**src/rtl/rand_ice_status.sv**
```systemverilog
// LED status controller: heartbeat chaser on the red LEDs, sticky alarm flash,
// and a green LED showing key-loaded or pulse-stretched entropy activity.
module rand_ice_status #(
  parameter int NUM_LEDS       = 4,
  parameter int COUNTER_WIDTH  = 22,
  parameter int CHASE_BIT      = 19,
  parameter int ALARM_BIT      = 17,
  parameter int STRETCH_CYCLES = 16
) (
  input  logic                clk,
  input  logic                reset_n,
  input  logic                enable,
  input  logic                alarm,
  input  logic                alarm_clear,
  input  logic                activity,
  input  logic                key_loaded,
  output logic [NUM_LEDS-1:0] led,
  output logic                gled,
  output logic                alarm_latched
);

  localparam int SW = $clog2(STRETCH_CYCLES + 1);

  typedef enum logic [1:0] {IDLE, RUN, ALARM} state_e;

  state_e                   state_q, state_d;
  logic [COUNTER_WIDTH-1:0] cnt_q, cnt_d;
  logic [NUM_LEDS-1:0]      chase_q, chase_d;
  logic [SW-1:0]            stretch_q, stretch_d;
  logic                     key_q, key_d;
  logic [NUM_LEDS-1:0]      led_q, led_d;
  logic                     gled_q, gled_d;
  logic                     alarm_latched_q, alarm_latched_d;
  logic                     enter_run;

  // Next state: alarm overrides everything, ALARM only left via a clean clear.
  always_comb begin
    state_d = state_q;
    if (alarm) begin
      state_d = ALARM;
    end else begin
      case (state_q)
        ALARM:   if (alarm_clear) state_d = enable ? RUN : IDLE;
        RUN:     if (!enable)     state_d = IDLE;
        IDLE:    if (enable)      state_d = RUN;
        default:                  state_d = IDLE;
      endcase
    end
  end

  assign enter_run = (state_d == RUN) && (state_q != RUN);

  // Timebase runs in RUN and ALARM; it is not reset on entering ALARM so the
  // flash phase simply continues from wherever the heartbeat was.
  always_comb begin
    cnt_d = cnt_q;
    if (state_d == IDLE || enter_run || state_q == IDLE) begin
      cnt_d = '0;
    end else begin
      cnt_d = cnt_q + COUNTER_WIDTH'(1);
    end
  end

  always_comb begin
    chase_d = chase_q;
    if (enter_run) begin
      chase_d = NUM_LEDS'(1);
    end else if (state_q == RUN && state_d == RUN && (&cnt_q[CHASE_BIT-1:0])) begin
      chase_d = {chase_q[NUM_LEDS-2:0], chase_q[NUM_LEDS-1]};
    end
  end

  always_comb begin
    stretch_d = stretch_q;
    if (activity) begin
      stretch_d = SW'(STRETCH_CYCLES);
    end else if (stretch_q != '0) begin
      stretch_d = stretch_q - SW'(1);
    end
  end

  assign key_d = key_loaded;

  // Outputs are decoded from next-state values and registered, so they change
  // on the same edge as the state they describe with no input-to-output path.
  always_comb begin
    led_d           = '0;
    gled_d          = 1'b0;
    alarm_latched_d = 1'b0;
    case (state_d)
      RUN: begin
        led_d  = chase_d;
        gled_d = key_d || (stretch_d != '0);
      end
      ALARM: begin
        led_d           = {NUM_LEDS{cnt_d[ALARM_BIT]}};
        alarm_latched_d = 1'b1;
      end
      default: ;
    endcase
  end

  always_ff @(posedge clk or negedge reset_n) begin
    if (!reset_n) begin
      state_q         <= IDLE;
      cnt_q           <= '0;
      chase_q         <= NUM_LEDS'(1);
      stretch_q       <= '0;
      key_q           <= 1'b0;
      led_q           <= '0;
      gled_q          <= 1'b0;
      alarm_latched_q <= 1'b0;
    end else begin
      state_q         <= state_d;
      cnt_q           <= cnt_d;
      chase_q         <= chase_d;
      stretch_q       <= stretch_d;
      key_q           <= key_d;
      led_q           <= led_d;
      gled_q          <= gled_d;
      alarm_latched_q <= alarm_latched_d;
    end
  end

  assign led           = led_q;
  assign gled          = gled_q;
  assign alarm_latched = alarm_latched_q;

endmodule

```
**config.mk**
```make
export PLATFORM = sky130hd
export DESIGN_NAME = rand_ice_status
export DESIGN_NICKNAME = d
export VERILOG_FILES = /design/src/rtl/rand_ice_status.sv
export SDC_FILE = /design/constraint.sdc
export NUM_CORES = 1
export LEC_CHECK = 0
export ABC_AREA = 0
export BUFFER_PORTS_ARGS = -buffer_cell sky130_fd_sc_hd__buf_2
export CAP_MARGIN = 20
export CELL_PAD_IN_SITES_DETAIL_PLACEMENT = 0
export CELL_PAD_IN_SITES_GLOBAL_PLACEMENT = 2
export CORE_MARGIN = 3
export CORE_UTILIZATION = 41
export CTS_CLUSTER_DIAMETER = 60
export DETAILED_ROUTE_END_ITERATION = 7
export GPL_ROUTABILITY_DRIVEN = 0
export GPL_TIMING_DRIVEN = 0
export PLACE_DENSITY_LB_ADDON = 0.1
export SLEW_MARGIN = 10
export SYNTH_ARGS = -nofsm -noshare
export SYNTH_HDL_FRONTEND = slang
export SYNTH_SLANG_ARGS = --single-unit
```
**constraint.sdc**
```tcl
create_clock -name clk -period 4.9 [get_ports clk]
set_clock_uncertainty 0.1 [all_clocks]
set_input_delay 0.49 -clock clk [delete_from_list [all_inputs] [get_ports clk]]
set_output_delay 0.49 -clock clk [all_outputs]
set_load 0.01 [all_outputs]
```
* After elaboration in Yosys (flattened, before gate mapping)
Index checks and enable logic that the tools add are counted.
** Cells by class
- Equality and inequality tests :: 5
- Reduce and logical (&&, ||, !) cells :: 11
- $add $sub $neg :: 2
- Muxes and demuxes :: 14
** Operators with widths (number)
- adder 22 x 1 -> 22 bit (second input constant) :: 1
- two-way mux 22 bit :: 1
- AND reduction 19 bit :: 1
- two-way mux 5 bit :: 2
- nonzero test 5 bit :: 2
- two-way mux 2 bit :: 4
- two-way mux 4 bit :: 2
- one-hot mux 4 bit (2 select lines) :: 1
- one-hot mux 2 bit (3 select lines) :: 1
- subtractor 5 x 1 -> 5 bit (second input constant) :: 1
- == test 2 x 1 -> 1 bit (second input constant) :: 2
- == test 2 bit (second input constant) :: 2
- logical NOT 2 bit :: 2
- logical AND 1 bit :: 3
- logical OR 1 bit :: 3
- two-way mux 1 bit :: 3
- != test 2 x 1 -> 1 bit (second input constant) :: 1
** Word-level totals
- Flip-flop bits (word level) :: 39
- Word-level logic and storage cells :: 39
- Bits of input ports :: 7
- Output and inout port bits :: 6

* Longest topological paths before layout
Gate-level depths: netlist of the first run.
- Depth in word-level cells :: 10
- Depth in mapped cells :: 10
- Depth with buffers taken out :: 10

* Worst setup path before layout of the first run
No wires, ideal clock.
- Path kind :: in2reg
- Start :: in alarm_clear
- End :: reg led_q[0] (netlist: led[0])
- Stages :: 10
- Library setup time :: 76 ps
- Arrival :: 1892 ps
- Setup slack :: 2832 ps
- Buffers on the path :: 0
- Data required time :: 4724 ps
- Cell sequence :: inv_1 o21ai_0 nand3b_1 inv_1 ha_1 nand2_1 nor4_1 nand2_1 mux2_1 o21ai_1
** On the way
- Word-level cells in the longest chain between the ends :: 9
** Ends and longest elaborated chain
- start: declaration :: RTL line 14 : input logic alarm_clear,
- two-way mux 2 bit * :: RTL line 43 : ALARM: if (alarm_clear) state_d = enable ? RUN : IDLE;
- one-hot mux 2 bit (3 select lines) * :: RTL line 42 : case (state_q)
- two-way mux 2 bit * :: RTL line 39 : if (alarm) begin
- net state_d[0] :: RTL line 26 : state_e state_q, state_d;
- == test 2 x 1 -> 1 bit :: RTL line 51, 68, 90
- logical AND 1 bit, on equally long branches :: RTL line 68, 51
- logical AND 1 bit or logical OR 1 bit (tied branches) :: RTL line 68, 57
- two-way mux 4 bit or logical OR 1 bit (tied branches) :: RTL line 68, 57
- two-way mux 4 bit or two-way mux 22 bit (tied branches) :: RTL line 66, 57
- one-hot mux 4 bit (2 select lines) * :: RTL line 90 : case (state_d)
- net led_d[0] :: RTL line 31 : logic [NUM_LEDS-1:0] led_q, led_d;
- end signal: assignment :: RTL line 119 : led_q <= led_d;
- end: declaration :: RTL line 31
Mark *: on every way through the listed nets, which the timed path passes. The rest lies on a longest branch.

* Worst setup path in the final report of the first run
- Start :: reg state_q[0]
- End :: reg cnt_q[13]
** On the way
- Word-level cells in the longest chain between the ends :: 8
** Ends and longest elaborated chain
- start: declaration :: RTL line 26
- start signal: assignment :: RTL line 114 : state_q <= state_d;
- == test 2 x 1 -> 1 bit, or another cell as far along :: RTL line 42
- one-hot mux 2 bit (3 select lines) * :: RTL line 42
- two-way mux 2 bit * :: RTL line 39
- net state_d[0] :: RTL line 26
- == test 2 x 1 -> 1 bit :: RTL line 51 : assign enter_run = (state_d == RUN) && (state_q != RUN);
- logical AND 1 bit :: RTL line 51
- logical OR 1 bit * (2 in series) :: RTL line 57 : if (state_d == IDLE || enter_run || state_q == IDLE) begin
- two-way mux 22 bit * :: RTL line 57
- net cnt_d[13] :: RTL line 27 : logic [COUNTER_WIDTH-1:0] cnt_q, cnt_d;
- end signal: assignment :: RTL line 115 : cnt_q <= cnt_d;
- end: declaration :: RTL line 27
Marked as above.

==> results of run 1 <==
-- critical path: stages, from the launching register on --
cell      delay [ns]
dfrtp_1         0.41
o21ai_0         0.18
nand3b_1        0.15
inv_1           0.11
ha_1            0.27
a211o_1         0.17
clkbuf_1        0.35
clkbuf_1        0.39
nor2_1          0.10
-- through the flow --
step / utilization (%) / worst slack [ns] / instance area (um^2) / cells
3_5_place_dp: 45.9 / 2.29 / 1860 / 229
4_1_cts: 48.0 / 2.47 / 1950 / 237
6_report: 48.0 / 2.53 / 1950 / 237
3_3_place_gp: 45.9 / 2.36 / 1860 / 229
2_1_floorplan: - / 2.83 / 1740 / 167
5_1_grt: 48.0 / 2.26 / 1950 / 237
-- layout make-up --
type | count | area, um^2 | share of cell area, %
flip-flops and latches | 36 | 902 | 46.3
inverters | 9 | 33.8 | 1.73
plain buffers | 2 | 7.51 | 0.385
clock inverters | 3 | 18.8 | 0.963
clock buffers | 5 | 68.8 | 3.53
repair buffers | 12 | 60.1 | 3.08
well taps | 50 | 62.6 | 3.21
multi-input cells | 120 | 796 | 40.8
-- power by group --
group          internal, mW  switching, mW
Clock                0.0990          0.108
Combinational        0.0510         0.0665
Sequential            0.321         0.0227
Total                 0.471          0.197
-- layout by cell type, fill, tap and decap left out, drive strengths merged --
master  netlist  layout
mux2i         3       3
o21ba         1       1
a21oi         3       3
nor3          7       7
dfrtp        35      35
nor4          3       3
buf           0      12
xor2          9       9
o41a          1       1
o31ai         1       1
nor4b         1       1
nand2        12      12
or2           1       1
clkinv        0       3
xnor2        10      10
or4           1       1
inv           9       9
dfstp         1       1
nor2         33      33
nand2b        1       1
and3          2       2
nand3b        1       1
nand4         2       2
mux2          1       1
o21ai         6       6
nand3        11      11
a311oi        1       1
clkbuf        2       7
o31a          1       1
and2          1       1
a211o         1       1
ha            6       6
-- worst max path at each step --
| stage | endpoint | slack (ns) |
|---|---|---|
| after floorplan | led[0] | 2.83 |
| after global placement | cnt_q[13] | 2.36 |
| after detailed placement | cnt_q[13] | 2.29 |
| after CTS | cnt_q[13] | 2.47 |
| after global routing | cnt_q[14] | 2.26 |
| final | cnt_q[13] | 2.53 |
-- cell families (layout without fill, tap and decap cells) --
kind of cell / Yosys count / in the layout
AO/OA/AOI/OAI: 15 / 15
adder cells (fa/ha/maj): 6 / 6
AND/OR/NAND/NOR: 76 / 76
XOR/XNOR: 19 / 19
multiplexers: 4 / 4
buffers and inverters: 11 / 31
flip-flops: 36 / 36
-- flip-flops by register name (all words and copies together), names as in the netlist --
register / cells
led: 4
cnt_q: 19
alarm_latched: 1
state_q: 2
stretch_q: 5
gled: 1
chase_q: 4
-- layer usage --
layer / vias up / track usage (%) / share of wire (%)
li1: 600 / - / -
met1: 555 / 16.8 / 50
met2: 14 / 22.3 / 46
met3: 2 / 4.83 / 3.6
met4: 0 / 4.38 / 0.43
met5: - / 0 / 0
==> flow_summary.yaml, run 1 <==
synth:
  synth_area_leaders: "dfrtp_1 (50%), nor2_1 (7.1%), xnor2_1 (5.0%)"
  synthFlopType: "dfrtp_1"
  synth-compound-area-share_pct: 5.97
  syn_inst: 167
  synth-seq-cells: 36
  synthMuxAreaShare_pct: 2.37
  synth.cell_area_um2: 1740
  synth-xor-area-share_pct: 9.57
  postSynthAreaPerCell_um2: 10.4
  yosysMostFrequentCell: "dfrtp_1"
  synth_top_area_share_pct: 50.4
  synth_top_family_by_area: "simple AND/OR/NAND/NOR gates"
  synth_edf_count: 0
  synth-simple-area-share_pct: 23.5
  synthesis.nets: 180
  ys.warnings.count: 0
  synth_adder_area_share_pct: 4.32
  synthArstFlopShare_pct: 100
  yosysTopAreaCell: "dfrtp_1"
  synth_common_cells: "dfrtp_1 (35), nor2_1 (33), nand2_1 (12)"
  ys_types: 37
  yosysSeqAreaShare_pct: 51.9
critical_path:
  rr_startpoint: "state_q[0]"
  crit_type: "reg -> reg"
  crit_required_ns: 4.96
  ff2ff_setup_slack_ns: 2.53
  arrival_ns: 2.43
  startpoint: "state_q[0]"
  crit_fanout: 10
  timing.rr.end: "cnt_q[13]"
  critPathCaptureType: "flop"
  setup.worst_path.start_class: "flop"
  rr_worst_depth: 8
route:
  drtIter0Drc: 12
  viasPerCell: 4.94
  vias: 1171
  wl_um: 2990
  wl_per_cell_um: 12.6
  drc: 0
  drt_pass1_iterations: 4
  ant_nets: 0
timing:
  min_period_over_period_pct: 48.4
  hold_viol: 0
  rsz0062_at_grt: "false"
  max_freq_mhz: 421
  setup_viol: 0
  tightestPinTransition_ns: 0.803
  period_needed_ns: 2.37
  drv_slew: 0
  hold_slack_ns: 0.190
  maxSlewHeadroom_pct: 46.5
  setup_tns_ns: 0
floorplan:
  rows: 23
  die-height_um: 71.1
  initial_core_util_pct: 42.9
  die_x_um: 71.1
  ioPinCount: 13
  core_area_um2: 4060
  dieArea_um2: 5060
clocking:
  post_cts_buffers: 0
  cts_buffers: 5
  path_clk_slew_ns: 0.08
  cts.sinks: 36
  cts_buffer_depth: 2
  post_cts_resized: 0
  cts-htree-levels: 2
  ctsHoldBuffers: 0
  clk_latency_ns: 0.29
  clockRootBuffer: "clkbuf_8"
  cts_tree: "done"
global_routing:
  grt_pass1_wl_um: 5350
  grt_max_degree: 37
  grt_antenna_before_repair: 0
  grt_use_total_pct: 13.6
  grt_pass1_vias: 1185
  grt_overflow: 0
pwr:
  power_mw: 0.668
  peakVddDrop_v: 0.000119
  power.density_nw_per_um2: 343
  p_leak_nw: 0.910
placement:
  numPortBuffers: 12
  dp_hpwl_um: 2200
finish:
  num-fill-cells: 382
  syn_to_final_growth_pct: 12.1
  fin_nets: 199
  drive_gt1_share_pct: 16.6
  antenna_cells: 0
min_path:
  min_path_type: "in -> async"
outcome:
  status: "finished clean"
flow_run:
  maxCapViolations: 0
Note: power is estimated with default switching activity, not from simulation.
==> run 2: changes to the inputs <==
CORE_UTILIZATION = 38   (was 41)
clock period = 2.2 ns   (was 4.9 ns; I/O delays follow)
==> flow_summary.yaml, run 2 (synthesized netlist as in run 1, its figures left out) <==
floorplan:
  rows: 23
  die_x_um: 73.7
  dieArea_um2: 5420
  initial_core_util_pct: 41.4
  die-height_um: 73.7
  core_area_um2: 4200
  ioPinCount: 13
placement:
  dp.cells: 229
  placed_cell_area_um2: 1860
  dp_hpwl_um: 2230
  dpl_worst_slack_ns: -0.255
  numPortBuffers: 12
clocking:
  clockRootBuffer: "clkbuf_8"
  cts_buffers: 5
  cts.sinks: 36
  path_clk_slew_ns: 0.07
  cts-htree-levels: 2
  clk_latency_ns: 0.29
  cts_buffer_depth: 2
  cts_tree: "done"
finish:
  syn_to_final_growth_pct: 15.6
  largest_register: "cnt_q"
  drive_gt1_share_pct: 21.1
  reg_top3: "cnt_q: 19 flops, stretch_q: 5 flops"
  multiInputGateArea_um2: 822
  fin_nets: 202
  fin_cells: 240
  final_common_cell: "dfrtp_1"
  mostFrequentLayoutCells: "dfrtp_1 (35), nor2_1 (33), nand2_1 (12), buf_2 (12), xnor2_1 (10)"
  antenna_cells: 0
  seq_area_um2: 902
  fin_area_um2: 2010
  num-fill-cells: 414
  largest_reg_flops: 19
critical_path:
  ff2ff_setup_slack_ns: 0.12
  slowest_stage: "or4_4"
  setup.worst_path.start_class: "flop"
  crit_required_ns: 2.27
  crit_family: "simple AND/OR/NAND/NOR gates"
  critPathCaptureType: "flop"
  crit_fanout: 5
  crit_type: "reg -> reg"
  cp_cell_sequence: "nand4_2 -> or4_4 -> o31a_1 -> o21ai_2 -> o21ai_1"
  arrival_ns: 2.15
  crit_buf_inv: 0
  slowest_delay_ns: 0.59
min_path:
  min_path_type: "in -> reg"
global_routing:
  top_usage_layer: "met2"
  use_met2_pct: 20.1
  grt_antenna_before_repair: 0
  met3_usage_pct: 4.79
  grt_max_degree: 37
  grt_pass1_vias: 1188
  grt_overflow: 0
  grt_use_total_pct: 13.0
  grt_pass1_wl_um: 5360
  grtUsageMet1_pct: 16.6
timing:
  max_freq_mhz: 481
  hold_viol: 0
  maxSlewHeadroom_pct: 47.5
  rsz0062_at_grt: "false"
  tightestPinTransition_ns: 0.787
  finalWorstSetupSlack_ns: 0.120
  setup_viol: 0
  min_period_over_period_pct: 94.5
  period_needed_ns: 2.08
  setup_tns_ns: 0
  drv_slew: 0
route:
  drc: 0
  wl_per_cell_um: 13.0
  ant_nets: 0
  vias: 1185
  wl_um: 3120
  drtIter0Drc: 37
  drt_pass1_iterations: 4
  viasPerCell: 4.94
pwr:
  power.density_nw_per_um2: 759
  comb_power_share_pct: 17.6
  p_leak_nw: 0.925
  p_seq_share_pct: 50.5
  power_mw: 1.53
  intPower_mw: 1.08
  peakVddDrop_v: 0.000282
  clkPwrFrac_pct: 31.9
  p_sw_share_pct: 29.1
  p_sw_mw: 0.443
flow_run:
  maxCapViolations: 0
outcome:
  status: "finished clean"
run 2: cell type report:
class                   instances  area share [%]
inverters                       9            1.68
clock inverters                 2           0.498
repair buffers                 16            4.60
clock buffers                   6            4.11
multi-input cells             120            40.9
plain buffers                   1           0.249
flip-flops and latches         36            44.9
well taps                      50            3.11
run 2: worst register-to-register path, stage by stage, from the launching register on:
cell     delay [ns]
dfrtp_1        0.44
nand4_2        0.16
or4_4          0.59
o31a_1         0.35
o21ai_2        0.21
o21ai_1        0.11
run 2: power by group through the flow:
stage	clock [mW]	combinational [mW]	sequential (mW)
final	0.486	0.269	0.770
after global routing	0.530	0.310	0.779
after CTS	0.504	0.269	0.769
after detailed placement	0	0.267	0.782
after global placement	0	0.257	0.778
after floorplan	0	0.204	0.771
run 2: what timing repair did:
| action | 4_1_cts | 5_1_grt |
|---|---|---|
| endpoints found under the hold margin | 35 | 0 |
| setup buffers | 1 | 2 |
| endpoints found under the setup margin | 11 | 17 |
| pin swaps | 0 | 2 |
| hold buffers | 1 | 0 |
| gates resized for setup | 2 | 6 |
run 2: stage by stage:
step / hold slack (ns) / util, %
6_report: 0.0569 / 47.9
2_1_floorplan: -0.176 / -
4_1_cts: 0.0513 / 46.9
3_5_place_dp: 0.263 / 44.3
3_3_place_gp: 0.241 / 44.3
5_1_grt: 0.0628 / 47.9
run 2: metal layers:
metal | wire length (um) | vias up
met4 | 51 | 0
met2 | 1380 | 19
met3 | 156 | 5
met5 | 0 | -
met1 | 1530 | 554
li1 | - | 607
run 2: worst paths after layout:
check                          from  cells past startpoint      endpoint
hold / removal             activity                      2  stretch_q[0]
setup reg to reg           cnt_q[2]                      5        led[3]
min in group asynchronous   reset_n                      2        led[2]
max in group asynchronous   reset_n                      2      cnt_q[9]
setup / recovery           cnt_q[2]                      5        led[3]
hold reg to reg            cnt_q[0]                      1      cnt_q[0]
